$ cat config.mk
export PLATFORM = sky130hd
export DESIGN_NAME = mmio_io_ctrl
export DESIGN_NICKNAME = d
export VERILOG_FILES = /design/src/rtl/mmio_pkg.sv /design/src/rtl/mmio_sync_fifo.sv /design/src/rtl/mmio_io_ctrl.sv
export SDC_FILE = /design/constraint.sdc
export NUM_CORES = 1
export LEC_CHECK = 0
export BUFFER_PORTS_ARGS = -buffer_cell sky130_fd_sc_hd__buf_2
export CORE_MARGIN = 5
export CORE_UTILIZATION = 58
export CTS_BUF_LIST = sky130_fd_sc_hd__clkbuf_4 sky130_fd_sc_hd__clkbuf_8 sky130_fd_sc_hd__clkbuf_16
export DETAILED_ROUTE_END_ITERATION = 12
export PLACE_DENSITY = 0.81
export SLEW_MARGIN = 20
export SYNTH_ARGS = -nofsm -noshare
export SYNTH_HDL_FRONTEND = slang
export SYNTH_SLANG_ARGS = --single-unit
$ cat constraint.sdc
create_clock -name clk -period 3.2 [get_ports clk]
set_input_delay 0.32 -clock clk [delete_from_list [all_inputs] [get_ports clk]]
set_output_delay 0.32 -clock clk [all_outputs]
set_load 0.01 [all_outputs]
$ cat src/rtl/mmio_pkg.sv
`default_nettype none
// ============================================================================
// Module      : mmio_pkg
// Description : Shared definitions for the memory-mapped user-I/O peripheral:
//               register offsets inside the 0x8000_00xx window, status-word
//               bit positions and the status-word packing helper.
// Revision    : 1.0 - initial release
// ============================================================================
package mmio_pkg;

    // Byte offsets inside the I/O window (io_addr = addr[7:0]).
    localparam logic [7:0] MMIO_CYC      = 8'h10;
    localparam logic [7:0] MMIO_INST     = 8'h14;
    localparam logic [7:0] MMIO_CNT_RST  = 8'h18;
    localparam logic [7:0] MMIO_BTN_STAT = 8'h20;
    localparam logic [7:0] MMIO_BTN_DATA = 8'h24;
    localparam logic [7:0] MMIO_SW       = 8'h28;
    localparam logic [7:0] MMIO_LED      = 8'h30;
    localparam logic [7:0] MMIO_EVT_BASE = 8'h40;

    // Button-FIFO status word bit positions.
    localparam int STAT_EMPTY   = 0;
    localparam int STAT_FULL    = 1;
    localparam int STAT_OVF     = 2;
    localparam int STAT_CNT_LSB = 8;

    // Status word: {count[31:8], 5'b0, ovf, full, empty}.
    function automatic logic [31:0] status_word(input logic [23:0] cnt,
                                                input logic        ovf,
                                                input logic        full,
                                                input logic        empty);
        logic [31:0] w;
        w                = '0;
        w[31:STAT_CNT_LSB] = cnt;
        w[STAT_OVF]      = ovf;
        w[STAT_FULL]     = full;
        w[STAT_EMPTY]    = empty;
        return w;
    endfunction

endpackage
`default_nettype wire

$ cat src/rtl/mmio_sync_fifo.sv
`default_nettype none
// ============================================================================
// Module      : mmio_sync_fifo
// Description : Single-clock FIFO with first-word-fall-through head output.
//               A push while full is accepted only if a pop happens in the
//               same cycle; a pop while empty is ignored.
// Ports       : clk, rst_n (async, active-low), push, pop, din -> dout (head),
//               empty, full, count (0..DEPTH)
// Revision    : 1.0 - initial release
// ============================================================================
module mmio_sync_fifo #(
    parameter int WIDTH = 3,
    parameter int DEPTH = 8               // power of 2, >= 2
) (
    input  logic                     clk,
    input  logic                     rst_n,
    input  logic                     push,
    input  logic                     pop,
    input  logic [WIDTH-1:0]         din,
    output logic [WIDTH-1:0]         dout,
    output logic                     empty,
    output logic                     full,
    output logic [$clog2(DEPTH):0]   count
);

    localparam int AW = $clog2(DEPTH);
    localparam logic [AW:0] FULL_CNT = (AW+1)'(DEPTH);

    logic [WIDTH-1:0] mem_q [DEPTH];
    logic [AW-1:0]    wr_ptr_q, rd_ptr_q;
    logic [AW:0]      count_q;
    logic             pop_ok, push_ok;

    assign empty   = (count_q == '0);
    assign full    = (count_q == FULL_CNT);
    assign count   = count_q;
    assign dout    = mem_q[rd_ptr_q];
    assign pop_ok  = pop && !empty;
    // When full, the slot being written is the head being popped this cycle;
    // the head is read combinationally before the edge, so order is kept.
    assign push_ok = push && (!full || pop_ok);

    // Storage carries no reset: only pointers/count define validity.
    always_ff @(posedge clk) begin
        if (push_ok) begin
            mem_q[wr_ptr_q] <= din;
        end
    end

    always_ff @(posedge clk or negedge rst_n) begin
        if (!rst_n) begin
            wr_ptr_q <= '0;
            rd_ptr_q <= '0;
            count_q  <= '0;
        end else begin
            if (push_ok) wr_ptr_q <= wr_ptr_q + 1'b1;
            if (pop_ok)  rd_ptr_q <= rd_ptr_q + 1'b1;
            case ({push_ok, pop_ok})
                2'b10:   count_q <= count_q + 1'b1;
                2'b01:   count_q <= count_q - 1'b1;
                default: count_q <= count_q;
            endcase
        end
    end

endmodule
`default_nettype wire

$ cat src/rtl/mmio_io_ctrl.sv
`default_nettype none
// ============================================================================
// Module      : mmio_io_ctrl
// Description : Memory-mapped user-I/O and performance-counter peripheral for
//               the Riscv151 data bus (0x8000_00xx window). Cycle/instruction
//               counters, button rising-edge FIFO with sticky overflow,
//               switch readback, LED register, optional event counters.
// Config      : define MMIO_EVT_CNT_EN to build NUM_EVT event counters at
//               0x40 + 4*i; otherwise those reads return 0 and evt_in is unused.
// Ports       : clk, rst_n (async, active-low); bus io_addr/io_sel/io_re/io_we/
//               io_wdata -> io_rdata (registered, 1-cycle latency);
//               inst_retire, evt_in, clean_buttons, switches -> leds
// Revision    : 1.0 - initial release
// ============================================================================
module mmio_io_ctrl
    import mmio_pkg::*;
#(
    parameter int NUM_BTN = 3,
    parameter int NUM_SW  = 2,
    parameter int NUM_LED = 6,
    parameter int FIFO_D  = 8,
    parameter int CNT_W   = 32,
    parameter int NUM_EVT = 4
) (
    input  logic               clk,
    input  logic               rst_n,
    input  logic [7:0]         io_addr,
    input  logic               io_sel,
    input  logic               io_re,
    input  logic               io_we,
    input  logic [31:0]        io_wdata,
    output logic [31:0]        io_rdata,
    input  logic               inst_retire,
    input  logic [NUM_EVT-1:0] evt_in,
    input  logic [NUM_BTN-1:0] clean_buttons,
    input  logic [NUM_SW-1:0]  switches,
    output logic [NUM_LED-1:0] leds
);

    localparam int CW = $clog2(FIFO_D) + 1;

    logic               rd_req, wr_req, cnt_clr, stat_wr, led_wr;
    logic [CNT_W-1:0]   cycle_q, cycle_d, inst_q, inst_d;
    logic [NUM_BTN-1:0] btn_q, rise;
    logic               push, pop_fire;
    logic [NUM_BTN-1:0] fifo_dout;
    logic               fifo_empty, fifo_full;
    logic [CW-1:0]      fifo_count;
    logic               ovf_q, ovf_d;
    logic [NUM_LED-1:0] leds_q;
    logic [31:0]        rdata_q, rdata_d;
    logic [7:0][31:0]   evt_rd;
    logic               unused_wdata;

    assign rd_req   = io_sel && io_re;
    assign wr_req   = io_sel && io_we;
    assign cnt_clr  = wr_req && (io_addr == MMIO_CNT_RST);
    assign stat_wr  = wr_req && (io_addr == MMIO_BTN_STAT);
    assign led_wr   = wr_req && (io_addr == MMIO_LED);

    assign rise     = clean_buttons & ~btn_q;
    assign push     = |rise;
    assign pop_fire = rd_req && (io_addr == MMIO_BTN_DATA) && !fifo_empty;

    assign unused_wdata = ^io_wdata;

    mmio_sync_fifo #(
        .WIDTH (NUM_BTN),
        .DEPTH (FIFO_D)
    ) u_btn_fifo (
        .clk   (clk),
        .rst_n (rst_n),
        .push  (push),
        .pop   (pop_fire),
        .din   (rise),
        .dout  (fifo_dout),
        .empty (fifo_empty),
        .full  (fifo_full),
        .count (fifo_count)
    );

    // A clear store discards that cycle's increments.
    always_comb begin
        cycle_d = cnt_clr ? '0 : cycle_q + 1'b1;
        inst_d  = cnt_clr ? '0 : inst_q + {{(CNT_W-1){1'b0}}, inst_retire};
    end

    // Overflow set has priority over a same-cycle clearing store.
    always_comb begin
        ovf_d = ovf_q;
        if (stat_wr)                          ovf_d = 1'b0;
        if (push && fifo_full && !pop_fire)   ovf_d = 1'b1;
    end

`ifdef MMIO_EVT_CNT_EN
    for (genvar i = 0; i < 8; i++) begin : g_evt
        if (i < NUM_EVT) begin : g_cnt
            logic [CNT_W-1:0] cnt_q;
            always_ff @(posedge clk or negedge rst_n) begin
                if (!rst_n)           cnt_q <= '0;
                else if (cnt_clr)     cnt_q <= '0;
                else if (evt_in[i])   cnt_q <= cnt_q + 1'b1;
            end
            assign evt_rd[i] = 32'(cnt_q);
        end else begin : g_none
            assign evt_rd[i] = '0;
        end
    end
`else
    logic unused_evt;
    assign unused_evt = ^evt_in;
    assign evt_rd     = '0;
`endif

    // Status reflects state before any same-cycle push/pop.
    always_comb begin
        rdata_d = '0;
        case (io_addr)
            MMIO_CYC:      rdata_d = 32'(cycle_q);
            MMIO_INST:     rdata_d = 32'(inst_q);
            MMIO_BTN_STAT: rdata_d = status_word(24'(fifo_count), ovf_q,
                                                 fifo_full, fifo_empty);
            MMIO_BTN_DATA: rdata_d = fifo_empty ? '0 : 32'(fifo_dout);
            MMIO_SW:       rdata_d = 32'(switches);
            MMIO_LED:      rdata_d = 32'(leds_q);
            default: begin
                // 0x40..0x5C: event counter window, 8 word slots.
                if (io_addr[7:5] == MMIO_EVT_BASE[7:5]) begin
                    rdata_d = evt_rd[io_addr[4:2]];
                end
            end
        endcase
    end

    always_ff @(posedge clk or negedge rst_n) begin
        if (!rst_n) begin
            cycle_q <= '0;
            inst_q  <= '0;
            btn_q   <= '0;
            ovf_q   <= 1'b0;
            leds_q  <= '0;
            rdata_q <= '0;
        end else begin
            cycle_q <= cycle_d;
            inst_q  <= inst_d;
            btn_q   <= clean_buttons;
            ovf_q   <= ovf_d;
            if (led_wr) leds_q  <= io_wdata[NUM_LED-1:0];
            if (rd_req) rdata_q <= rdata_d;
        end
    end

    assign io_rdata = rdata_q;
    assign leds     = leds_q;

endmodule
`default_nettype wire

==> results of run 1 <==
how the worst max path moves through the flow:
stage | from | to
2_1_floorplan | io_addr[3] | u_btn_fifo.count[3]
3_3_place_gp | io_addr[7] | u_btn_fifo.count[3]
3_5_place_dp | io_addr[7] | u_btn_fifo.count[3]
4_1_cts | clean_buttons[1] | u_btn_fifo.count[3]
5_1_grt | clean_buttons[0] | u_btn_fifo.count[3]
6_report | clean_buttons[1] | u_btn_fifo.count[3]
layer usage:
layer  global-route usage  up-vias  share of wire
met2                0.358      221           0.48
met4               0.0925        0          0.022
li1                     -     2400              -
met1                0.313     2524           0.42
met5                    0        -              0
met3               0.0663       30          0.081
state kept, by name, indices dropped and copies added, names as in the netlist:
signal and count:
inst_q 32, io_rdata 32, u_btn_fifo.mem_q 24, btn_q 3
ovf_q 1, u_btn_fifo.wr_ptr_q 3, u_btn_fifo.rd_ptr_q 3, cycle_q 32
leds 6, u_btn_fifo.count 4
stage by stage:
step,cells,hold slack (ns),worst slack [ns],utilization,total power (uW)
2_1_floorplan,631,0.0244,0.242,-,2660
3_3_place_gp,820,0.277,0.413,0.627,2820
3_5_place_dp,820,0.288,0.306,0.627,2870
4_1_cts,855,0.00178,0.505,0.688,5050
5_1_grt,855,0.00283,0.281,0.688,5260
6_report,855,0.0112,0.494,0.688,5020
cell type report:
| type | count | area (um^2) |
|---|---|---|
| Clock buffer | 22 | 510 |
| Clock inverter | 10 | 158 |
| Fill cell | 819 | 3560 |
| Inverter | 12 | 45.0 |
| Multi-Input combinational cell | 450 | 2900 |
| Sequential cell | 140 | 3620 |
| Tap cell | 143 | 179 |
| Timing Repair Buffer | 78 | 440 |
placed cells by master (no fill, tap or decap), types with 9 or more instances in the layout:
master | synthesis | layout
mux2_2 | 9 | 9
o21ai_0 | 36 | 36
inv_1 | 12 | 12
nor4_1 | 18 | 17
xor2_1 | 25 | 25
edfxtp_1 | 24 | 24
and4_1 | 10 | 10
nand3_1 | 29 | 29
a22oi_1 | 29 | 29
nor2_1 | 78 | 78
nand2_1 | 56 | 56
a21oi_1 | 14 | 14
dfrtp_1 | 116 | 116
xnor2_1 | 37 | 37
buf_4 | 0 | 14
clkbuf_16 | 0 | 19
nand4_1 | 15 | 15
nor3_1 | 16 | 16
buf_2 | 6 | 61
power breakdown:
part | switching [uW] | internal (uW) | total [uW] | leakage [uW]
Sequential | 242 | 2030 | 2270 | 0.00178
Combinational | 309 | 271 | 579 | 0.00126
Clock | 723 | 1440 | 2170 | 0.000322
Total | 1270 | 3750 | 5020 | 0.00336
logic make-up (layout without fill, tap and decap cells):
family / Yosys count / count (layout) / synth area share
buffers and inverters: 41 / 122 / 0.0318
AND/OR/NAND/NOR: 263 / 263 / 0.197
multiplexers: 19 / 19 / 0.0418
adder cells (fa/ha/maj): 8 / 8 / 0.0160
XOR/XNOR: 62 / 62 / 0.0807
AO/OA/AOI/OAI: 98 / 98 / 0.0937
flip-flops: 140 / 140 / 0.539
==> impl_metrics.toml, run 1 <==
[setup_path]
worstPathMaxFanout = 9
worstPathCellList = "dlygate4sd3_1 > buf_2 > nor2b_1 > nor3_1 > nand2_1 > inv_1 > ha_1 > a21o_1 > a21oi_1 > nor3_1 > a311oi_1 > a311oi_1"
worstReg2RegEnd = "u_btn_fifo.count[3]"
required_ns = 3.48
start_kind = "primary input"
cp-end-kind = "register"
path_depth = 12
worst-setup-path-type = "in -> reg"
reg2regPathDepth = 10
ff2ff_setup_slack_ns = 0.58
cpPeakStageDelay_ns = 0.52
cp.arrival_ns = 2.99
r2r_start = "u_btn_fifo.count[0]"
critPathBufInv = 3
cp_top_family = "simple AND/OR/NAND/NOR gates"
slowest_stage = "dlygate4sd3_1"

[timing]
min_period_ns = 2.71
tightest_slew_ns = 0.941
grt_setup_unrepaired = "no"
final_hold_viol_count = 0
slew_viol_final = 0
fin_crit_sh = 0.845
fin_tns_setup_ns = 0
setup_viol = 0
fmax_mhz = 370
maxSlewHeadroom = 0.371
skew_ns = 0.00605

[logic_synthesis]
synth_fp_nets = 694
synth_area_mm2 = 0.00673
yosys.cell_types.count = 54
async_reset_ff_frac = 0.829
synth_edf_count = 24
ys_seq_area_frac = 0.539
ys_seq_elements = 140
yosysMostFrequentCell = "dfrtp_1"
synthTopCellsByArea = "dfrtp_1, edfxtp_1, xnor2_1"
yosys-top-cells-count = "dfrtp_1, nor2_1, nand2_1, xnor2_1, o21ai_0"
yosysTopAreaCell = "dfrtp_1"
synthCells = 631
synth_warnings = 0
synth_ff_type = "dfrtp_1"
avgSynthCellArea_um2 = 10.7
synth_top_area_frac = 0.431

[clock_network]
cts_max_level = 4
clk_path_buf_depth = 2
clk_latency_ns = 0.42
cts_sinks = 140
postCtsHoldBufs = 3
cts_buffers = 17
ctsResizeCount = 0
post_cts_buffers = 0
clk_pin_slew_worst_paths_ns = 0.06
cts_root_buffer = "clkbuf_16"
cts_tree = "yes"

[final_layout]
drive_gt1_frac = 0.188
final_cell_area_mm2 = 0.00786
layout-area-overhead-vs-synth_pct = 16.8
antennaDiodeCount = 0
layout.nets = 762

[job]
maxCapViolCount = 0

[route]
drt_first_pass_iters = 5
finalWirelength_um = 15100
ant_nets = 0
vias_per_cell = 6.05
vias = 5175
wire_per_inst_um = 17.6
route.detailed.drc = 0
drtIter0Drc = 342

[place]
place_congestion = 0.872
portBuffers = 62
place_hpwl_um = 10400
placed_cell_area_mm2 = 0.00716

[min_path]
hp-class = "in -> reg"
min_path_cells = 1
hp-start = "clean_buttons[2]"
hold_path_end = "btn_q[2]"

[die]
pin_count = 93
die_h_um = 118
placementRows = 39
dieWidth_um = 118
dieArea_mm2 = 0.0139
core_mm2 = 0.0114
start_util = 0.589

[grt]
grt_usage = 0.233
overflow = 0
grt_first_pass_wirelength_um = 26200
grt_pass1_vias = 5266
antenna_found_initial = 0
grt_max_degree = 65

[pwr]
leakage_uw = 0.00336
ir_drop_mv = 0.550
powerDensity_mw_per_mm2 = 639

[run_status]
outcome = "completed"
Power figures use the tool's default switching activity.
==> run 2, diff against run 1 <==
==> constraint.sdc (replaced) <==
create_clock -name clk -period 2.7 [get_ports clk]
set_input_delay 0.27 -clock clk [delete_from_list [all_inputs] [get_ports clk]]
set_output_delay 0.27 -clock clk [all_outputs]
set_load 0.01 [all_outputs]
==> run 2 against run 1 <==
Die area is the same. Sequential share of layout area shrank 0.52 points. First-iteration DRC count up 20%. Final area grew 1.1%. Register-to-register slack lost 0.30 ns. Highest routed layer unchanged.
==> impl_metrics.toml, run 2 (synthesis results as in run 1) <==
[die]
placementRows = 39
dieWidth_um = 118
core_mm2 = 0.0114
pin_count = 93
start_util = 0.589
die_h_um = 118
dieArea_mm2 = 0.0139

[setup_path]
cp.arrival_ns = 2.72
cp-end-kind = "register"
start_kind = "register"
worst-setup-path-type = "reg -> reg"
required_ns = 3.00
worstPathMaxFanout = 4

[pwr]
seqPwrFrac = 0.448
pwr-share-comb = 0.138
p_int_uw = 4330
leakage_uw = 0.00339
switchingPower_uw = 1590
swShare = 0.268
clkPwrFrac = 0.414
ir_drop_mv = 0.658
powerDensity_mw_per_mm2 = 744

[route]
route.detailed.drc = 0
drtIter0Drc = 409
finalWirelength_um = 15500
ant_nets = 0
drt_first_pass_iters = 5
wire_per_inst_um = 17.9
vias_per_cell = 6.10
vias = 5278

[timing]
final_hold_viol_count = 0
fmax_mhz = 414
tightest_slew_ns = 0.763
fin_crit_sh = 0.895
maxSlewHeadroom = 0.491
min_period_ns = 2.42
slew_viol_final = 0
setup_viol = 0
skew_ns = 0.00548
grt_setup_unrepaired = "no"
whs_ns = 0.0733

[clock_network]
clk_path_buf_depth = 2
post_cts_buffers = 0
cts_max_level = 4
cts_tree = "yes"
cts_buffers = 17
cts_sinks = 140
cts_root_buffer = "clkbuf_16"
clk_pin_slew_worst_paths_ns = 0.06
clk_latency_ns = 0.43

[place]
place_hpwl_um = 10600
portBuffers = 62
place_congestion = 0.879
placed_cells = 829

[final_layout]
layout.nets = 772
finalNonFillerCells = 865
final_cell_mix = "dfrtp_1, nor2_1, buf_2, nand2_1, xnor2_1"
layout_commonest_cell = "dfrtp_1"
drive_gt1_frac = 0.202
antennaDiodeCount = 0
layout-area-overhead-vs-synth_pct = 18.1

[grt]
grt_max_degree = 65
grt_first_pass_wirelength_um = 26600
grt_pass1_vias = 5429
overflow = 0
antenna_found_initial = 0
grt_usage = 0.237

[run_status]
outcome = "completed"

[min_path]
hp-class = "in -> reg"

[job]
maxCapViolCount = 0
## run 2: changes by cell type in the layout (fill, tap and decap cells not counted), moves of 2 or more
cell,previous run,this run
clkbuf_8,2,0
nor2b_1,6,3
clkinvlp_4,3,6
inv_6,0,2
buf_12,0,3
clkbuf_16,19,17
nor2b_2,0,3
buf_4,14,20
## run 2: cell type report
cell class                      instances  area, um^2
Tap cell                              143         179
Clock buffer                           17         425
Multi-Input combinational cell        450        2920
Timing Repair Buffer                   88         556
Sequential cell                       140        3620
Fill cell                             859        3470
Inverter                               12        45.0
Clock inverter                         15         196
## run 2: worst paths after layout
kind,start,end,slack [ns],cells past startpoint
min reg2reg,io_rdata[6],io_rdata[6],0.47,2
max,u_btn_fifo.count[0],u_btn_fifo.count[3],0.28,10
max reg2reg,u_btn_fifo.count[0],u_btn_fifo.count[3],0.28,10
min,io_wdata[2],leds[2],0.07,2
min in group asynchronous,rst_n,cycle_q[29],0.48,2
max in group asynchronous,rst_n,cycle_q[1],1.41,3
## run 2: layer usage
layer / up-vias / share of wire / global-route usage
li1: 2420 / - / -
met1: 2594 / 0.41 / 0.310
met4: 0 / 0.021 / 0.0975
met2: 237 / 0.49 / 0.378
met3: 27 / 0.076 / 0.0601
met5: - / 0 / 0
## run 2: worst max-delay path: stages (launching register included)
cell	delay [ns]
dfrtp_1	0.39
nor4_2	0.52
nor4_4	0.10
nand2_1	0.12
inv_1	0.08
ha_1	0.27
a21o_1	0.19
a21oi_2	0.21
nor3_1	0.08
a311oi_1	0.26
a311oi_1	0.08
## run 2: through the flow
| step | instance area [um^2] | setup TNS [ns] | util | setup slack (ns) | power (uW) |
|---|---|---|---|---|---|
| after floorplan | 6740 | 0 | - | 0.0137 | 3160 |
| after global placement | 7270 | 0 | 0.637 | 0.0724 | 3420 |
| after detailed placement | 7270 | -0.0674 | 0.637 | -0.0674 | 3470 |
| after CTS | 7930 | 0 | 0.695 | 0.0663 | 5940 |
| after global routing | 7950 | 0 | 0.696 | 0.142 | 6180 |
| final | 7950 | 0 | 0.696 | 0.283 | 5910 |
## run 2: timing repair
action | CTS | global route
endpoints found under the setup margin | 0 | 1
gates resized for setup | 0 | 4
endpoints found under the hold margin | 59 | 0
hold buffers | 4 | 0
## run 2: power groups by stage
stage          clock network [uW]  logic [uW]  registers [uW]
4_1_cts                      2480         817            2640
3_3_place_gp                    0         760            2660
3_5_place_dp                    0         798            2680
5_1_grt                      2590         907            2690
2_1_floorplan                   0         534            2620
6_report                     2450         815            2650
==> run 3, diff against run 2 <==
==> constraint.sdc (replaced) <==
create_clock -name clk -period 2.7 [get_ports clk]
set_input_delay 0.54 -clock clk [delete_from_list [all_inputs] [get_ports clk]]
set_output_delay 0.54 -clock clk [all_outputs]
set_load 0.01 [all_outputs]
==> run 3 against run 2 <==
Flip-flop and latch count is the same. Non-clock buffer count rose by 9. Clock power fell by 4%. Via count is 2.2% lower. Die area is the same. Register-to-register slack got worse by 0.15 ns. Final cell count rose by 1.0%.
==> impl_metrics.toml, run 3 (synthesis results as in run 1) <==
[grt]
grt_pass1_vias = 5280
grt_max_degree = 65
antenna_found_initial = 0
grt_first_pass_wirelength_um = 26100
overflow = 0
grt_usage = 0.230

[route]
drt_first_pass_iters = 5
vias_per_cell = 5.91
wire_per_inst_um = 17.5
vias = 5164
drtIter0Drc = 389
route.detailed.drc = 0
ant_nets = 0
finalWirelength_um = 15300

[pwr]
leakage_uw = 0.00345
clkPwrFrac = 0.403
switchingPower_uw = 1560
p_int_uw = 4290
swShare = 0.266
pwr-share-comb = 0.140
seqPwrFrac = 0.457
powerDensity_mw_per_mm2 = 730
ir_drop_mv = 0.657

[timing]
min_period_ns = 2.57
slew_viol_final = 0
fin_crit_sh = 0.952
fin_tns_setup_ns = 0
tightest_slew_ns = 0.855
maxSlewHeadroom = 0.425
fmax_mhz = 389
final_hold_viol_count = 0
setup_viol = 0
grt_setup_unrepaired = "no"
skew_ns = 0.00554
whs_ns = 0.0578

[setup_path]
worst-setup-path-type = "reg -> reg"
cp_common_cell = "a311oi_1"
cp.arrival_ns = 2.86
required_ns = 2.99
worstReg2RegEnd = "u_btn_fifo.count[3]"
critPathBufInv = 1
start_kind = "register"
cp_top_family = "simple AND/OR/NAND/NOR gates"
slowest_stage = "nor4_1"
worstPathMaxFanout = 5
cpPeakStageDelay_ns = 0.76
ff2ff_setup_slack_ns = 0.13
reg2regPathDepth = 10
cp-end-kind = "register"
r2r_start = "u_btn_fifo.count[2]"
worstPathCellList = "nor4_1 > nor4_4 > nand2_1 > inv_2 > ha_4 > a21o_1 > a21oi_2 > nor3_1 > a311oi_1 > a311oi_1"

[place]
placed_cell_area_mm2 = 0.00740
place_hpwl_um = 10700
portBuffers = 62
place_congestion = 0.866

[die]
start_util = 0.589
die_h_um = 118
dieArea_mm2 = 0.0139
placementRows = 39
dieWidth_um = 118
pin_count = 93
core_mm2 = 0.0114

[clock_network]
cts_sinks = 140
cts_max_level = 4
cts_root_buffer = "clkbuf_16"
clk_latency_ns = 0.42
cts_buffers = 17
ctsResizeCount = 0
postCtsHoldBufs = 0
clk_pin_slew_worst_paths_ns = 0.06
clk_path_buf_depth = 2
cts_tree = "yes"
post_cts_buffers = 0

[final_layout]
final_cell_mix = "dfrtp_1, nor2_1, buf_2, nand2_1, xnor2_1"
final_cell_area_mm2 = 0.00801
layout_commonest_cell = "dfrtp_1"
layout-area-overhead-vs-synth_pct = 19.1
antennaDiodeCount = 0
drive_gt1_frac = 0.219
layout.nets = 781

[min_path]
hp-class = "in -> async"

[job]
maxCapViolCount = 0

[run_status]
outcome = "completed"
run 3: cell types whose count changed in the layout (fill, tap and decap cells not counted), sizes merged:
cell         before  now
buf              84   97
clkbuf           17   21
inv              14   13
clkinv            3    6
dlygate4sd3       4    0
clkinvlp          6    1
bufinv            4    3
run 3: routing by layer:
metal  GRT usage  up-vias  wire length, um
met1       0.303     2522             6590
met4      0.0824        0              319
met3      0.0615       30              836
met5           0        -                0
li1            -     2447                -
met2       0.368      165             7530
run 3: through the flow:
| step | std cells | utilization | power (uW) | setup WS (ns) |
|---|---|---|---|---|
| after detailed placement | 842 | 0.648 | 3500 | -0.105 |
| after floorplan | 631 | - | 3160 | -0.0955 |
| after global placement | 842 | 0.648 | 3430 | -0.0513 |
| after CTS | 874 | 0.702 | 5870 | 0.157 |
| final | 874 | 0.702 | 5850 | 0.129 |
| after global routing | 874 | 0.702 | 6120 | 0.0407 |
run 3: area by class of cell:
class	count	area, um^2
Clock inverter	11	144
Tap cell	143	179
Inverter	12	45.0
Fill cell	809	3410
Sequential cell	140	3620
Clock buffer	21	462
Multi-Input combinational cell	450	2930
Timing Repair Buffer	97	626
run 3: power by group through the flow:
stage | clock network [uW] | logic (uW) | registers, uW
final | 2360 | 818 | 2670
after global routing | 2500 | 916 | 2700
after CTS | 2380 | 826 | 2660
after detailed placement | 0 | 809 | 2690
after global placement | 0 | 753 | 2670
after floorplan | 0 | 535 | 2630
run 3: worst max-delay path by stage:
stage | from | endpoint | depth (start not counted)
3_3_place_gp | io_addr[4] | u_btn_fifo.mem_q[0][2] | 8
4_1_cts | u_btn_fifo.count[2] | u_btn_fifo.count[3] | 10
2_1_floorplan | io_addr[4] | u_btn_fifo.count[3] | 10
6_report | u_btn_fifo.count[2] | u_btn_fifo.count[3] | 10
3_5_place_dp | io_addr[4] | u_btn_fifo.count[3] | 11
5_1_grt | u_btn_fifo.count[2] | u_btn_fifo.count[3] | 10
